<file path="config.mk">
export PLATFORM = sky130hd
export DESIGN_NAME = fpga_msg_arb_flat
export DESIGN_NICKNAME = d
export VERILOG_FILES = /design/src/rtl/fpga_msg_arb_if.sv /design/src/rtl/fpga_msg_arb.sv /design/src/flat_wrapper.sv
export SDC_FILE = /design/constraint.sdc
export NUM_CORES = 1
export LEC_CHECK = 0
export BUFFER_PORTS_ARGS = -buffer_cell sky130_fd_sc_hd__buf_2
export CAP_MARGIN = 20
export CORE_AREA = 5 5 265 267
export DETAILED_ROUTE_END_ITERATION = 10
export DIE_AREA = 0 0 270 272
export GPL_TIMING_DRIVEN = 0
export PLACE_DENSITY = 0.42
export REMOVE_ABC_BUFFERS = 1
export SLEW_MARGIN = 20
export SYNTH_ARGS = -nofsm -noshare
export SYNTH_HDL_FRONTEND = slang
export SYNTH_SLANG_ARGS = --single-unit
</file>
<file path="constraint.sdc">
create_clock -name clk -period 3.3 [get_ports clk]
set_input_delay 0.165 -clock clk [delete_from_list [all_inputs] [get_ports clk]]
set_output_delay 0.165 -clock clk [all_outputs]
set_load 0.02 [all_outputs]
</file>
<file path="src/rtl/fpga_msg_arb_if.sv">
// fpga_msg_arb_if: producer-side requests, FIFO write port and drop statistics of the message arbiter
interface fpga_msg_arb_if #(parameter int N_SRC = 4, parameter int DW = 128, parameter int CNT_W = 16);
  logic [N_SRC-1:0] src_req, src_last, src_en, src_ack;
  logic [N_SRC*DW-1:0] src_data;
  logic host_open, fifo_afull, fifo_wr_en, busy, drop_flag;
  logic [DW-1:0] fifo_din;
  logic [CNT_W-1:0] drop_cnt;
  modport master (
    output src_req, src_last, src_data, src_en, host_open, fifo_afull,
    input src_ack, fifo_din, fifo_wr_en, busy, drop_cnt, drop_flag
  );
  modport slave (
    input src_req, src_last, src_data, src_en, host_open, fifo_afull,
    output src_ack, fifo_din, fifo_wr_en, busy, drop_cnt, drop_flag
  );
endinterface

</file>
<file path="src/rtl/fpga_msg_arb.sv">
// fpga_msg_arb: packet-level round-robin arbiter into the host message FIFO, dropping packets while the host is closed.
// Optional FPGA_MSG_ARB_TAG_EN stamps the source index into fifo_din[DW-1:DW-4].
module fpga_msg_arb #(
  parameter int N_SRC = 4,
  parameter int DW = 128,
  parameter int CNT_W = 16
) (
  input logic clk,
  input logic reset,
  fpga_msg_arb_if.slave bus
);
  localparam int IW = $clog2(N_SRC);
  typedef enum logic [1:0] {IDLE, LOCK, DRAIN} state_t;
  state_t state_q, state_d;
  logic [IW-1:0] rr_q, rr_d, lsrc_q, lsrc_d, win, idx, sel;
  logic found, take, fwd, drop, last;
  logic [DW-1:0] dat [N_SRC];
  logic [DW-1:0] raw, data, fifo_din_q;
  logic fifo_wr_en_q, drop_flag_q;
  logic [CNT_W-1:0] drop_cnt_q;
  function automatic logic [IW-1:0] inc(input logic [IW-1:0] x);
    return (x == IW'(N_SRC - 1)) ? '0 : x + IW'(1);
  endfunction
  for (genvar g = 0; g < N_SRC; g++) begin : g_dat
    assign dat[g] = bus.src_data[g*DW +: DW];
  end
  always_comb begin
    found = 1'b0;
    win = '0;
    idx = '0;
    // descending scan so the source closest to rr is the final winner
    for (int k = N_SRC - 1; k >= 0; k--) begin
      idx = IW'((int'(rr_q) + k) % N_SRC);
      if (bus.src_req[idx] && bus.src_en[idx]) begin
        found = 1'b1;
        win = idx;
      end
    end
    sel = (state_q == IDLE) ? win : lsrc_q;
    last = bus.src_last[sel];
    take = (state_q == IDLE) ? found && (!bus.host_open || !bus.fifo_afull)
         : (state_q == LOCK) ? bus.src_req[lsrc_q] && (!bus.host_open || !bus.fifo_afull)
         : bus.src_req[lsrc_q];
    fwd = take && bus.host_open && (state_q != DRAIN);
    drop = take && !fwd;
    state_d = state_q;
    rr_d = rr_q;
    lsrc_d = lsrc_q;
    if (take && last) begin
      state_d = IDLE;
      rr_d = inc(sel);
    end else if (take && state_q == IDLE) begin
      state_d = bus.host_open ? LOCK : DRAIN;
      lsrc_d = win;
    end else if (state_q == LOCK && !bus.host_open) begin
      state_d = DRAIN;
    end
  end
  assign raw = dat[sel];
`ifdef FPGA_MSG_ARB_TAG_EN
  assign data = {4'(sel), raw[DW-5:0]};
`else
  assign data = raw;
`endif
  always_ff @(posedge clk) begin
    if (!reset) begin
      state_q <= IDLE;
      rr_q <= '0;
      lsrc_q <= '0;
      fifo_wr_en_q <= 1'b0;
      fifo_din_q <= '0;
      drop_cnt_q <= '0;
      drop_flag_q <= 1'b0;
    end else begin
      state_q <= state_d;
      rr_q <= rr_d;
      lsrc_q <= lsrc_d;
      fifo_wr_en_q <= fwd;
      if (fwd) fifo_din_q <= data;
      if (drop && !(&drop_cnt_q)) drop_cnt_q <= drop_cnt_q + CNT_W'(1);
      if (drop) drop_flag_q <= 1'b1;
    end
  end
  assign bus.src_ack = take ? (N_SRC'(1) << sel) : '0;
  assign bus.fifo_din = fifo_din_q;
  assign bus.fifo_wr_en = fifo_wr_en_q;
  assign bus.busy = state_q != IDLE;
  assign bus.drop_cnt = drop_cnt_q;
  assign bus.drop_flag = drop_flag_q;
endmodule

</file>
<file path="src/flat_wrapper.sv">
// flat-port wrapper written by rule: the top's interface ports become plain ports
module fpga_msg_arb_flat 
#(
  parameter int N_SRC = 4,
  parameter int DW = 128,
  parameter int CNT_W = 16
)
  (clk, reset, bus_src_req, bus_src_last, bus_src_data, bus_src_en, bus_host_open, bus_fifo_afull, bus_src_ack, bus_fifo_din, bus_fifo_wr_en, bus_busy, bus_drop_cnt, bus_drop_flag);
  fpga_msg_arb_if #(.N_SRC(N_SRC), .DW(DW), .CNT_W(CNT_W)) bus_i ();
  input logic clk;
  input logic reset;
  input wire logic [$bits(bus_i.src_req)-1:0] bus_src_req;
  input wire logic [$bits(bus_i.src_last)-1:0] bus_src_last;
  input wire logic [$bits(bus_i.src_data)-1:0] bus_src_data;
  input wire logic [$bits(bus_i.src_en)-1:0] bus_src_en;
  input wire logic [$bits(bus_i.host_open)-1:0] bus_host_open;
  input wire logic [$bits(bus_i.fifo_afull)-1:0] bus_fifo_afull;
  output wire logic [$bits(bus_i.src_ack)-1:0] bus_src_ack;
  output wire logic [$bits(bus_i.fifo_din)-1:0] bus_fifo_din;
  output wire logic [$bits(bus_i.fifo_wr_en)-1:0] bus_fifo_wr_en;
  output wire logic [$bits(bus_i.busy)-1:0] bus_busy;
  output wire logic [$bits(bus_i.drop_cnt)-1:0] bus_drop_cnt;
  output wire logic [$bits(bus_i.drop_flag)-1:0] bus_drop_flag;
  assign bus_i.src_req = bus_src_req;
  assign bus_i.src_last = bus_src_last;
  assign bus_i.src_data = bus_src_data;
  assign bus_i.src_en = bus_src_en;
  assign bus_i.host_open = bus_host_open;
  assign bus_i.fifo_afull = bus_fifo_afull;
  assign bus_src_ack = bus_i.src_ack;
  assign bus_fifo_din = bus_i.fifo_din;
  assign bus_fifo_wr_en = bus_i.fifo_wr_en;
  assign bus_busy = bus_i.busy;
  assign bus_drop_cnt = bus_i.drop_cnt;
  assign bus_drop_flag = bus_i.drop_flag;
  fpga_msg_arb #(.N_SRC(N_SRC), .DW(DW), .CNT_W(CNT_W)) u_core (.clk(clk), .reset(reset), .bus(bus_i));
endmodule
</file>
# == Word level (Yosys, flattened, before mapping) ==
# Index checks and enable logic that the tools add are counted.
# Widths: inputs -> output; s select.
# op_classes
multipliers,0
n_mux,39
reduce_logical,24
n_lt_le_gt_ge,7
n_bitwise,3
add_sub_neg,5
eq_ne,3
shifts,1
div_mod_pow,0
# ops
operator,count
$bmux 128 s2,1
$mux 128,2
$bmux 1 s2,10
$lt 2x3->1 const B,6
$mux 2,9
$add 16x1->16 const B,1
$mux 1,16
$reduce_and 16->1,1
$logic_and 1x1->1,13
$add 2x1->2 const B,2
$add 2x2->2 const B,2
$logic_not 1->1,4
$mux 4,1
$reduce_bool 2->1,2
$shl 1x2->4 const A,1
$ge 3x3->1 const B,1
$not 2->3,1
$eq 2x1->1 const B,1
$eq 2x2->1 const B,1
$logic_not 2->1,1
$ne 2x2->1 const B,1
$not 1->1,2
$reduce_and 2->1,1
$reduce_or 2->1,1
$logic_or 1x1->1,1
# word_totals
ram_bits,0
mem_bits_ro,0
reg_bits,152
n_memories,0
word_cells,89
latchBits,0
input_bits,528
out_inout_bits,151

# == Longest topological paths before layout ==
# Gate-level depths: netlist of the first run.
# logic_depth
word_depth,15
mapped_depth,11
ltp_nobuf,8

# == Worst setup path after synthesis of the first run ==
# Ideal clock, no wire load.
# synth_path
path_kind,flip-flop to flip-flop
start,register u_core.rr_q[0]
end,register u_core.rr_q[0]
n_path_buf,2
arrival_time_ns,2.307
period_less_slack_ns,2.381
slack_ns,0.919
setup_ns,0.074
path_stages_with_launch,11
required_time_ns,3.226
path_cell_list,dfxtp_1 nor2b_1 o21a_1 o21a_1 a21oi_2 clkinv_2 buf_6 buf_4 ha_1 or4b_1 a31oi_1
# synth_between
elab_chain_cells,12
word_cells_on_any_way,40
cone_classes,add/sub (4); eq/ne (1); mux (29); reduce/logical (6)
# synth_lines
element,line_no,source
"start, declared",fpga_msg_arb.sv:15,"logic [IW-1:0] rr_q, rr_d, lsrc_q, lsrc_d, win, idx, sel;"
"start signal, assigned",fpga_msg_arb.sv:76,rr_q <= rr_d;
$add 2x2->2,fpga_msg_arb.sv:33,idx = IW'((int'(rr_q) + k) % N_SRC);
$bmux 1 s2,fpga_msg_arb.sv:34,if (bus.src_req[idx] && bus.src_en[idx]) begin
$mux 1 (implied by the code),fpga_msg_arb.sv:34,
$logic_and 1x1->1,fpga_msg_arb.sv:34,
$mux 2 (4 in series),fpga_msg_arb.sv:34,
$mux 2,fpga_msg_arb.sv:39,sel = (state_q == IDLE) ? win : lsrc_q;
$bmux 1 s2,fpga_msg_arb.sv:40,last = bus.src_last[sel];
$mux 1 (implied by the code),fpga_msg_arb.sv:40,
$logic_and 1x1->1,fpga_msg_arb.sv:49,if (take && last) begin
# Several ways; a longest one is shown, not always the timed one. The select of a mux whose other input is x is not followed.
# A chain may end at the register's enable or synchronous reset.

# == Worst setup path in the final report of the first run ==
# layout_path
start,register u_core.state_q[1]
end,"register u_core.fifo_din_q[23], in the netlist u_core.bus.fifo_din[23]"
# layout_between
elab_chain_cells,6
word_cells_on_any_way,12
cone_classes,eq/ne (2); mux (6); bitwise (1); reduce/logical (3)
# layout_lines
element,line_no,source
"start, declared",fpga_msg_arb.sv:14,"state_t state_q, state_d;"
"start signal, assigned",fpga_msg_arb.sv:75,state_q <= state_d;
$logic_not 2->1,"fpga_msg_arb.sv:39, fpga_msg_arb.sv:41",
$mux 2,fpga_msg_arb.sv:39,
$not 2->3 (implied by the code),fpga_msg_arb.sv:59,assign raw = dat[sel];
$bmux 128 s2,fpga_msg_arb.sv:59,
$mux 128 (implied by the code) (2 in series),fpga_msg_arb.sv:59,
"end signal, assigned",fpga_msg_arb.sv:79,if (fwd) fifo_din_q <= data;
"end, declared",fpga_msg_arb.sv:18,"logic [DW-1:0] raw, data, fifo_din_q;"
# Several ways; a longest one is shown, not always the timed one. The select of a mux whose other input is x is not followed.

==> out/results.txt, run 1 <==
Kind of cell with the highest combined delay on the critical path: simple AND/OR/NAND/NOR gates. In the synthesized netlist, the number of instances is 887. The clock net in this run drives a total of 152 sinks. The start-to-end type of the worst setup path was flip-flop to flip-flop.

The iteration count of the initial detailed-routing pass is 5. In the routed design, unresolved DRC markers number 0. The worst register-to-register path begins at u_core.state_q[1]. The die covers 73400 µm². Most common library cell in the layout ignoring fill and taps: buf_2. Counting the buffers created by CTS gives 17. The worst-case vdd ir drop was 0.333 mV; the setup-violating endpoint count in the final report was 0. The first global-routing pass estimated 67800 µm of wire. The run gives 47 as the count of different cell masters after synthesis. The part of the Yosys area used for sequential elements came out at 33.1%. The tools report the fmax as 320 MHz.

TritonCTS built the clock tree. The data arrival time at the worst-slack endpoint came out at 3.49 ns. After synthesis, the share of flip-flops with an asynchronous set or reset is 0%.

Setup repair after global routing could not meet its margin everywhere. The endpoint identified for the worst register-to-register timing path is u_core.bus.fifo_din[23]. On the final layout, the worst hold slack is 0.0485 ns. The maximum clock insertion buffer count is 2, and the initial antenna violation count is 2. The tools report the critical path capture point type as a flip-flop. Worst hold path cell count: 3.

The critical path required time was 3.66 ns. Per report_power, the clock group accounts for 26.4% of the total. For this design the total switching power over the nets is 2850 µW. Global routing consumed, over all layers together, 11.5% of the routing resources. The final-report max-slew violation count is 0. The tools report the worst min-delay path endpoint as u_core.bus.fifo_din[21]. The wire length reported by the detailed router came out at 45800 µm. In this run the remaining antenna-violating nets after routing total 0.

The iteration-0 DRC count of the detailed router was 355; the number of endpoints with negative hold slack in the final report was 0. The port buffer count is 678, and the maximum number of pins on one net before global-route repair is 113. Last weighted congestion value of the routability-driven placer: 0.892. The x dimension of the die works out to 270 µm. Of the total power, registers draw 29.9%. The share of total power dissipated in combinational logic is 43.7%.

Dividing total power by cell area gives a power density of 420 nW/µm². The post-route worst setup slack came out at 0.175 ns. In the layout the commonest cells are buf_2 (678), dlygate4sd3_1 (382), mux2i_1 (258), dfxtp_1 (152), nand2_1 (143).

The flow ran to the end, and the final reports show no timing, DRC or antenna violations. The core region is 67900 µm². The most used flip-flop cell after synthesis is dfxtp_1.

Net switching is 37.5% of the power. The detailed router placed 11.1k vias in this run. The worst-path maximum fanout is 46, and the count of buffer and inverter cells on the critical path is 1. Measured in cells, the most critical reg-to-reg path has a length of 7.

The tools report the post-placement worst setup slack as -0.188 ns. The count of warnings emitted by yosys was 0; the flop and latch count out of synthesis was 152. The average instance area after synthesis is 10.4 µm², and the starting utilization of the core area is 13.5%. The logs give 0.0153 ns for the largest clock skew in the final design and 7590 µW for the overall power of the completed layout. For the final routed database, the setup TNS stands at 0 ns.

The floorplan die height came out at 272 µm. After floorplanning, the core was divided into 96 placement rows. Internal power comes to 4740 µW. In the final layout, the share of cells above drive strength 1 is 43.4%. 679 I/O pins were placed.

The startpoint identified for the worst hold timing path is bus_src_data[405]. The net count of the finished layout is 2438. The via density per instance was 3.98. The tree is rooted in a clkbuf_16. Minimum clock period after layout: 3.13 ns. The slowest stage of the critical path belongs to the cell or2_2. The global-route congestion overflow total was 0. The worst stage delay on the critical path works out to 0.44 ns. The wire-length estimate of the detail-placed layout is 32200 µm.

The clock reaches the later pin of the worst-skew pair after 0.46 ns. After clock tree synthesis, the clock-pin slew on the worst setup and hold paths is 0.08 ns. In this run the cell area of the synthesized design comes to 9200 µm². After layout, the worst path uses 94.7% of the clock period.

Traced cell by cell, the critical path runs through or2_2, a311o_4, nand2_1, and3_1, nand2_4, buf_16, o221ai_1. CTS built an H-tree with a depth of 4. Headroom to the max-slew limit came out at 47.0%. Max-cap violations in this run came to 0.

The worst setup path is launched from a flip-flop. The post-synthesis to final-layout area growth is 96.4%, and the leakage dissipation is 0.00796 µW. The min-delay analysis places its worst path in the category input pin to flip-flop.

For the pin with the worst max-slew slack, the measured transition is 0.794 ns. Register-to-register path setup slack: 0.17 ns. Number of enable flip-flop cells after synthesis: 0. The post-detailed-route wirelength per cell came out at 16.3 µm.

The number of global-route vias before repair is 12.0k.
routing by layer:
metal | global-route usage (%) | part of all wire [%] | vias to the layer above
met2 | 20.6 | 51 | 478
met1 | 12.2 | 38 | 5163
met4 | 4.95 | 3.7 | 0
met3 | 4.26 | 7.5 | 75
li1 | - | - | 5430
met5 | 0 | 0 | -
worst register-to-register path: stages (launching register included):
cell	delay [ns]
dfxtp_1	0.36
or2_2	0.44
a311o_4	0.39
nand2_1	0.33
and3_1	0.38
nand2_4	0.43
buf_16	0.39
o221ai_1	0.30
cell families (layout without fill, tap and decap cells):
logic type      count (synthesis)  count (layout)  synth area share [%]
mux                           260             260                  28.4
simple gates                  207             207                  9.74
compound gates                172             172                  21.9
flops                         152             152                  33.1
buf+inv                        82            1113                  5.25
xor+xnor                        9               9                 0.857
fa+ha+maj                       5               5                 0.680
other cells                     0               1                     0
cells in the mapped netlist (2+ instances only):
cell	number	area share, %
and2_1	6	0.41
nor3_1	6	0.33
mux2i_1	259	28
buf_2	52	2.8
nand4_1	2	0.14
o211a_1	2	0.22
nand3_1	11	0.60
clkbuf_1	2	0.082
buf_4	13	1.1
and3_1	6	0.41
a21oi_1	10	0.54
a21boi_0	2	0.16
a31oi_1	4	0.27
xnor2_1	7	0.67
ha_1	5	0.68
nand2_1	145	5.9
o221ai_1	39	3.7
xor2_1	2	0.19
a21oi_2	2	0.19
dfxtp_1	152	33
o21a_1	3	0.24
o221ai_2	89	15
buf_6	8	0.98
nor3_2	3	0.33
nor2_1	16	0.65
o21ai_0	10	0.54
inv_1	5	0.20
or3_1	5	0.34
a311oi_1	3	0.29
layout make-up:
cell class | count | area (µm²)
inverter | 7 | 38.8
tap | 882 | 1100
sequential | 152 | 3040
fill | 7054 | 49800
multi-input combinational | 653 | 5700
clock buffer | 17 | 425
clock inverter | 15 | 158
timing repair buffer | 1074 | 7590
antenna | 1 | 2.50
registers in the layout, summed over array words and instances (netlist names):
register and flops:
u_core.bus.drop_cnt 16, u_core.bus.drop_flag 1, u_core.bus.fifo_din 128, u_core.bus.fifo_wr_en 1
u_core.lsrc_q 2, u_core.rr_q 2, u_core.state_q 2
what timing repair did:
item,4_1_cts,5_1_grt
hold endpoints to repair,122,0
setup endpoints to repair,1,18
gates cloned,0,2
gates resized for setup,1,1
hold buffers,382,0
setup buffers,0,0
power groups by stage:
stage,sequential (µW),clock [µW],combinational (µW)
CTS,2270,2140,3270
floorplan,2630,0,1720
detailed placement,2310,0,2840
global route,2310,2210,3540
finish,2270,2010,3320
global placement,2310,0,3130
through the flow:
stage | cell area, µm² | std cells | utilization, %
finish | 18100 | 2801 | 26.6
global route | 18100 | 2801 | 26.6
CTS | 18000 | 2798 | 26.5
detailed placement | 13600 | 2384 | 20.0
global placement | 13200 | 2372 | 19.5
floorplan | 8740 | 812 | -
how the worst max path moves through the flow:
stage / endpoint / cells after the start / start / slack (ns)
finish: u_core.bus.fifo_din[23] / 7 / u_core.state_q[1] / 0.17
global route: u_core.bus.fifo_din[49] / 9 / u_core.state_q[1] / -0.02
CTS: u_core.bus.fifo_din[55] / 9 / u_core.state_q[1] / 0.04
detailed placement: u_core.bus.fifo_din[32] / 8 / u_core.state_q[1] / -0.19
global placement: u_core.bus.fifo_din[101] / 6 / u_core.lsrc_q[1] / -7.07
floorplan: u_core.rr_q[0] / 8 / u_core.state_q[1] / -3.47
Power figures use the tool's default switching activity.
==> run 2, diff against run 1 <==
--- a/config.mk
+++ b/config.mk
@@ -5,13 +5,14 @@
 export SDC_FILE = /design/constraint.sdc
 export NUM_CORES = 1
 export LEC_CHECK = 0
+export ABC_AREA = 1
 export BUFFER_PORTS_ARGS = -buffer_cell sky130_fd_sc_hd__buf_2
 export CAP_MARGIN = 20
-export CORE_AREA = 5 5 265 267
+export CORE_AREA = 5 5 260 262
 export DETAILED_ROUTE_END_ITERATION = 10
-export DIE_AREA = 0 0 270 272
+export DIE_AREA = 0 0 265 267
 export GPL_TIMING_DRIVEN = 0
-export PLACE_DENSITY = 0.42
+export PLACE_DENSITY = 0.44
 export REMOVE_ABC_BUFFERS = 1
 export SLEW_MARGIN = 20
 export SYNTH_ARGS = -nofsm -noshare
==> run 2 against run 1 <==
  * Area after synthesis up 8.5%
  * Routed wire length up 14%
  * Clock power down 4%
  * Core utilization down 3.8 points
  * Combinational power rose to 4.0 times the previous value
  * Clock skew up 0.0059 ns
  * Critical path type unchanged
  * Die area down 3.7%
==> out/results.txt, run 2 <==
The flow ran to the end, and the final reports show no timing, DRC or antenna violations. Iteration count of the initial detailed-routing pass: 4. The largest individual stage delay along the critical path comes from the cell dfxtp_4. The startpoint class of the critical path was a flip-flop. The post-synthesis to final-layout area growth was 49.3%; the top-area cell type share of the netlist area was 30.5%. Most used flip-flop cell after synthesis: dfxtp_1.

For the worst setup path, the data arrival time is 3.45 ns. The part of the Yosys area used for sequential elements is 30.5%, and the number of global-route vias before repair is 12.5k. In this run the cell area of the synthesized design comes to 9970 µm².

For the DRC violations left, the log shows 0. For this design the ratio of total power to cell area is 1230 nW/µm². The congestion estimate from routability-driven global placement came to 0.802. After detailed placement, the total cell area comes to 13900 µm².

After filler insertion, the fill cell instance count of the layout stands at 7583. The flop and latch count out of synthesis was 152; the register-to-register path setup slack was 0.24 ns. The main combinational cell family by area after synthesis was simple AND/OR/NAND/NOR gates.

Dividing the detail-routed via count by the number of cells gives 4.12. The initial antenna violation count was 2; the floorplan die height was 267 µm. The number of standard cells after synthesis came out at 1682. Share of synthesized cell area in full adder, half adder and majority cells: 0.627%. Clock tree synthesis inserted a total of 17 buffers. The longest clock path from root to sink contains 2 buffers.

The critical path contains buffers and inverters numbering 4 combined. Of the cells placed in the final design, the portion with a size suffix greater than 1 is 32.9%. The analysis attributes to cell leakage a power of 0.00780 µW. The number of sinks on the clock net was 152. The worst hold path belongs to the class input pin to flip-flop. The sequential cell area was 3050 µm². For the count of max-cap constraint violations, the log shows 0.

Headroom to the max-slew limit came out at 51.7%. For the total routing usage reported by global routing, the log shows 13.5%. The tools report the count of warnings emitted by yosys as 0. The most common cell type on the critical path is nand2_1. The worst-case vdd ir drop is 1.18 mV, and the flip-flop count of the largest register after layout is 128.

Xor and xnor fraction of the mapped netlist area: 0.439%. The H-tree was split into 4 levels. The cell sitting at the root of the clock tree is a clkbuf_16. The region available for standard cell placement spans 65200 µm². Minimum clock period after layout: 3.06 ns. The CTS clock-pin slew for the worst setup and hold paths was 0.08 ns; the final-report max-slew violation count was 0. For this design the top-level I/O count stands at 679.

The average instance area after synthesis is 5.93 µm², and the clock latency on the worst-skew pair is 0.47 ns. By area the synthesized netlist is led by dfxtp_1 (31%), nand2_1 (27%), nand3_1 (15%). Setup repair after global routing left no endpoint under its margin. Walking the worst path, the cells encountered are inv_2, nand3_1, nand2_1, nand2_1, nand2_1, inv_2, o21ai_1, nand2_1, nand3_4, nand2_8, inv_16, buf_16, nand2_1, nand3_1, nand2_1, a21oi_1. Synthesized-area fraction occupied by and/or/nand/nor cells: 44.3%. The library cells used most frequently in the layout, excluding fill and tap cells, are nand2_1 (707), buf_2 (676), nand3_1 (292), dfxtp_1 (151), a21oi_1 (143). The die area is 70800 µm², and the starting utilization of the core area is 15.3%. The wire length reported by the detailed router is 52100 µm, and the fmax is 327 MHz. For this run, the slowest stage of the critical path takes 0.39 ns. The worst setup path is captured at a flip-flop.

Yosys mapped a number of flops with a built-in enable equal to 0. The number of endpoints with negative hold slack in the final report was 0. In the synthesized netlist the async set-or-reset flop fraction comes to 0%. Dominant cell by count in the synthesized netlist: nand2_1.

The run gives 0 as the final antenna-violating net count. In the final layout, the multi-input gates occupy 6070 µm². The port buffer count is 678, and the iteration-0 DRC count of the detailed router is 608.

The run gives 3.69 ns as the critical path required time. Counting instances in the post-synthesis netlist gives the leading cell types as nand2_1 (711), nand3_1 (292), dfxtp_1 (152), a21oi_1 (143), o21ai_0 (132). The tools report the number of rows in the core area as 94. For the global-route wire length before repair, the log shows 74200 µm. The x dimension of the die is 265 µm. Net count of the finished layout: 2819. Along the worst path, the maximum fanout reaches 134.

TritonCTS built the clock tree. The final critical path takes up 92.6% of the cycle. The placed wire-length estimate after detailed placement was 35400 µm; the number of antenna diodes was 0. The post-synthesis compound-gate area fraction is 14.6%. The cell type contributing the most total cell area after synthesis was dfxtp_1. The post-detailed-route wirelength per cell was 16.5 µm; the setup-violating endpoint count in the final report was 0. The most common library cell in the layout ignoring fill and taps was nand2_1. The worst-case hold slack is 0.0552 ns. The worst setup path is of the flip-flop to flip-flop kind.

The global-route congestion overflow total was 0; the summed area of non-filler cells in the final layout was 14900 µm². After synthesis, the netlist uses 31 different library cells. In this design, the largest share of critical-path delay is due to simple AND/OR/NAND/NOR gates. Entering global routing, the biggest net connects 135 pins.

For the final database, setup skew stands at 0.0212 ns. The measured slew at the worst slew-check pin came out at 0.725 ns. The share of synthesized area spent on multiplexers came out at 0%. Across all layers, the routed design uses 13.0k vias.
-- run 2: per-stage QoR --
step	TNS, ns	instances	utilization (%)	setup slack [ns]	power [µW]
after detailed placement	-6.29	3101	21.4	-0.374	15300
final	0	3163	22.9	0.243	18300
after floorplan	-147.26	1552	-	-1.39	11000
after global routing	0	3163	22.9	0.0119	20000
after CTS	0	3157	22.7	0.0269	18200
after global placement	-538.24	3094	21.0	-4.38	12900
-- run 2: worst paths after layout --
path / startpoint / to / cells past startpoint
setup reg to reg: u_core.rr_q[0] / u_core.bus.fifo_din[4] / 16
hold / removal: bus_src_data[33] / u_core.bus.fifo_din[33] / 5
hold reg to reg: u_core.bus.drop_flag / u_core.bus.drop_flag / 2
setup / recovery: u_core.rr_q[0] / u_core.bus.fifo_din[4] / 16
-- run 2: logic make-up (layout without fill, tap and decap cells) --
kind of cell,after synthesis,count (layout)
AND/OR/NAND/NOR,1058,1062
buffers and inverters,175,788
XOR/XNOR,5,5
flip-flops,152,152
AO/OA/AOI/OAI,287,287
adder cells (fa/ha/maj),5,5
-- run 2: tightest hold or removal path, delay by kind of cell --
kind	cells	cell delay [ns]
AOI/OAI and AO/OA	1	0.05
buffers and inverters	1	0.10
and+or+nand+nor	3	0.18
-- run 2: repair_timing --
action	in CTS	in global routing
hold buffers	11	0
setup endpoints to repair	93	11
buffers inserted	4	3
cloned	9	3
pin swaps	1	1
endpoints found under the hold margin	10	0
resized for setup	9	4
-- run 2: final cells by class --
| type | count | share of cell area (%) |
|---|---|---|
| multi-input combinational | 1359 | 40.8 |
| clock inverter | 14 | 0.790 |
| timing repair inverter | 3 | 0.176 |
| clock buffer | 18 | 2.88 |
| sequential | 152 | 20.5 |
| timing repair buffer | 708 | 26.3 |
| inverter | 45 | 1.40 |
| tap | 864 | 7.26 |
-- run 2: metal layers --
metal | track usage (%) | part of all wire (%) | vias up
met5 | 0 | 0.040 | -
met4 | 4.27 | 2.0 | 4
met3 | 3.88 | 6.9 | 49
met2 | 23.7 | 50 | 458
met1 | 16.0 | 41 | 5784
li1 | - | - | 6743
-- run 2: power by group --
group	internal, µW	switching [µW]	total, µW
clock	981	952	1930
sequential	2660	373	3030
combinational	4020	9270	13300
total	7660	10600	18300
==> run 3, diff against run 2 <==
--- a/config.mk
+++ b/config.mk
@@ -8,11 +8,11 @@
 export ABC_AREA = 1
 export BUFFER_PORTS_ARGS = -buffer_cell sky130_fd_sc_hd__buf_2
 export CAP_MARGIN = 20
-export CORE_AREA = 5 5 260 262
+export CORE_AREA = 2 2 264 266
 export DETAILED_ROUTE_END_ITERATION = 10
-export DIE_AREA = 0 0 265 267
+export DIE_AREA = 0 0 266 268
 export GPL_TIMING_DRIVEN = 0
-export PLACE_DENSITY = 0.44
+export PLACE_DENSITY = 0.43
 export REMOVE_ABC_BUFFERS = 1
 export SLEW_MARGIN = 20
 export SYNTH_ARGS = -nofsm -noshare
==> run 3 against run 2 <==
  * Clock skew is 0.0086 ns lower
  * Core utilization is 0.78 points lower
  * Worst setup slack worse by 0.040 ns
  * Sequential power hardly changed
  * First-iteration DRC count is 24% lower
  * Power is 1.4% higher
  * Routed wire length is 1.9% lower
  * Die area is 0.75% higher
==> out/results.txt, run 3 (synthesized netlist as in run 2, its figures left out) <==
Entering global routing, the biggest net connects 143 pins. The die is 266 µm wide. The placeable core region is 68200 µm². The total via count after detailed routing is 13.2k, and the CTS clock-pin slew for the worst setup and hold paths is 0.07 ns. Most common library cell in the layout ignoring fill and taps: nand2_1. After detailed routing, the average wire length per cell comes to 16.0 µm. Die area: 71300 µm². The tree built by TritonCTS fans out to 152 sinks.

The final antenna-violating net count is 0, and the DRC violations left is 0. Routability-driven placement finished with a final weighted congestion of 0.822. During placement, the flow inserted port buffers numbering 678.

In the layout the commonest cells are nand2_1 (708), buf_2 (677), nand3_1 (292), dfxtp_1 (151), a21oi_1 (143). The number of global-route vias before repair is 12.5k. IR analysis of the VDD net gives a maximum drop of 0.946 mV. For the largest clock skew in the final design, the log shows 0.0126 ns.

The worst pin sits at a relative slew slack of 56.6%. The root buffer cell is clkbuf_16. During I/O placement, the number of pins put on the boundary was 679. The run finished with clean final reports. The worst-case hold slack is 0.0502 ns. Once detailed placement completed, the half-perimeter wirelength came to 33900 µm.

The global-route congestion overflow total was 0. Max-cap violations in this run came to 0. The total routing usage reported by global routing was 12.7%; the critical path required time was 3.71 ns. The routed design has 51100 µm of wire.

The tools report the setup-violating endpoint count in the final report as 0. Setup repair after global routing left no endpoint under its margin. Dividing the detail-routed via count by the number of cells gives 4.12. For the number of fillers in the final layout, the log shows 7943. The first routing iteration left 464 violations. The minimum clock period after layout was 3.10 ns.

The measured slew at the worst slew-check pin was 0.651 ns. Power density over the cells: 1230 nW/µm². After layout, the worst path uses 93.8% of the clock period. The worst setup path is captured at a flip-flop. OpenSTA, run right after detailed placement, puts the worst setup slack at -0.475 ns. The worst hold path belongs to the class input pin to flip-flop. The post-route worst setup slack was 0.203 ns; the starting utilization of the core area was 14.6%. The number of endpoints with negative hold slack in the final report is 0, and the iteration count of the initial detailed-routing pass is 5. The fraction of final layout cells with drive strength greater than 1 works out to 32.6%. Relative to the synthesized area, the layout overhead comes to 51.1%. The first global-routing pass estimated 70100 µm of wire.

The run gives 2 as the maximum clock insertion buffer count. The start-to-end type of the worst setup path was flip-flop to flip-flop. Net count of the finished layout: 2830. Summed over all cells, the static leakage comes to 0.00784 µW. TritonCTS built the clock tree. The H-tree generated during clock tree synthesis spans 4 levels. The final-report max-slew violation count came out at 0. In this run the worst path has a maximum fanout of 64. The floorplan die height is 268 µm.

The number of clock buffers added by TritonCTS is 17. The worst setup path is launched from a flip-flop. The initial antenna violation count is 5. Derived from the worst setup path, the maximum achievable clock frequency is 323 MHz.

The flip-flop count of the largest register after layout came out at 128. The clock latency on the worst-skew pair is 0.48 ns, and the number of rows in the core area is 96. Data arrives at the worst endpoint at 3.51 ns.
[run 3: cell types whose count changed in the layout (fill, tap and decap cells not counted), sizes merged]
cell         delta
dlygate4sd3    +14
clkinv          +3
diode           +4
buf             -1
inv             -4
clkbuf          +3
clkinvlp        -2
bufinv          +2
bufbuf          -4
[run 3: worst paths after layout]
kind,cells past startpoint,from,to,slack [ns]
min,5,bus_src_data[184],u_core.bus.fifo_din[56],0.05
max reg2reg,11,u_core.state_q[1],u_core.bus.fifo_din[24],0.20
min reg2reg,2,u_core.bus.drop_flag,u_core.bus.drop_flag,0.49
max,11,u_core.state_q[1],u_core.bus.fifo_din[24],0.20
[run 3: where the power goes]
group          switching [µW]  internal (µW)  leakage [µW]
registers                 377           2660       0.00125
logic                    9440           4030       0.00631
clock network             940           1070      0.000280
total                   10800           7770       0.00784
[run 3: stage by stage]
step / power (µW) / instances / TNS (ns) / instance area [µm²] / utilization, %
finish: 18500 / 3196 / 0 / 15100 / 22.1
global route: 20400 / 3196 / 0 / 15100 / 22.1
CTS: 18000 / 3181 / 0 / 14900 / 21.8
detailed placement: 15200 / 3119 / -16.95 / 13900 / 20.4
global placement: 12800 / 3112 / -572.33 / 13700 / 20.1
floorplan: 11000 / 1552 / -147.26 / 9190 / -
[run 3: worst max-delay path: stages (launching register included)]
cell and delay (ns):
dfxtp_1 0.34, nor2_1 0.43, inv_1 0.26, nand2_2 0.32, nand2_8 0.10, buf_16 0.20, inv_6 0.43, nand2_1 0.09
nand3_1 0.09, nand2_1 0.05, dlygate4sd3_1 0.55, a21oi_1 0.12
[run 3: final cells by class]
| cell class | count | area, µm² | share of cell area [%] |
|---|---|---|---|
| multi-input cells | 1359 | 6060 | 40.3 |
| repair inverters | 2 | 20.0 | 0.133 |
| inverters | 45 | 234 | 1.55 |
| well taps | 882 | 1100 | 7.32 |
| clock inverters | 14 | 140 | 0.930 |
| repair buffers | 720 | 4010 | 26.6 |
| flip-flops and latches | 152 | 3050 | 20.2 |
| diodes | 4 | 10.0 | 0.0664 |
| clock buffers | 18 | 439 | 2.92 |
[run 3: layer usage]
layer,vias up,part of all wire [%],track usage (%)
met5,-,0,0
met4,0,2.2,5.25
met3,54,6.2,3.27
met2,463,50,22.6
met1,5893,42,14.3
li1,6767,-,-
[run 3: repair_timing]
action | 4_1_cts | 5_1_grt
gates cloned | 4 | 7
pin swaps | 1 | 2
endpoints found under the hold margin | 25 | 0
endpoints found under the setup margin | 72 | 27
gates resized for setup | 4 | 10
hold buffers | 25 | 0
setup buffers | 1 | 4
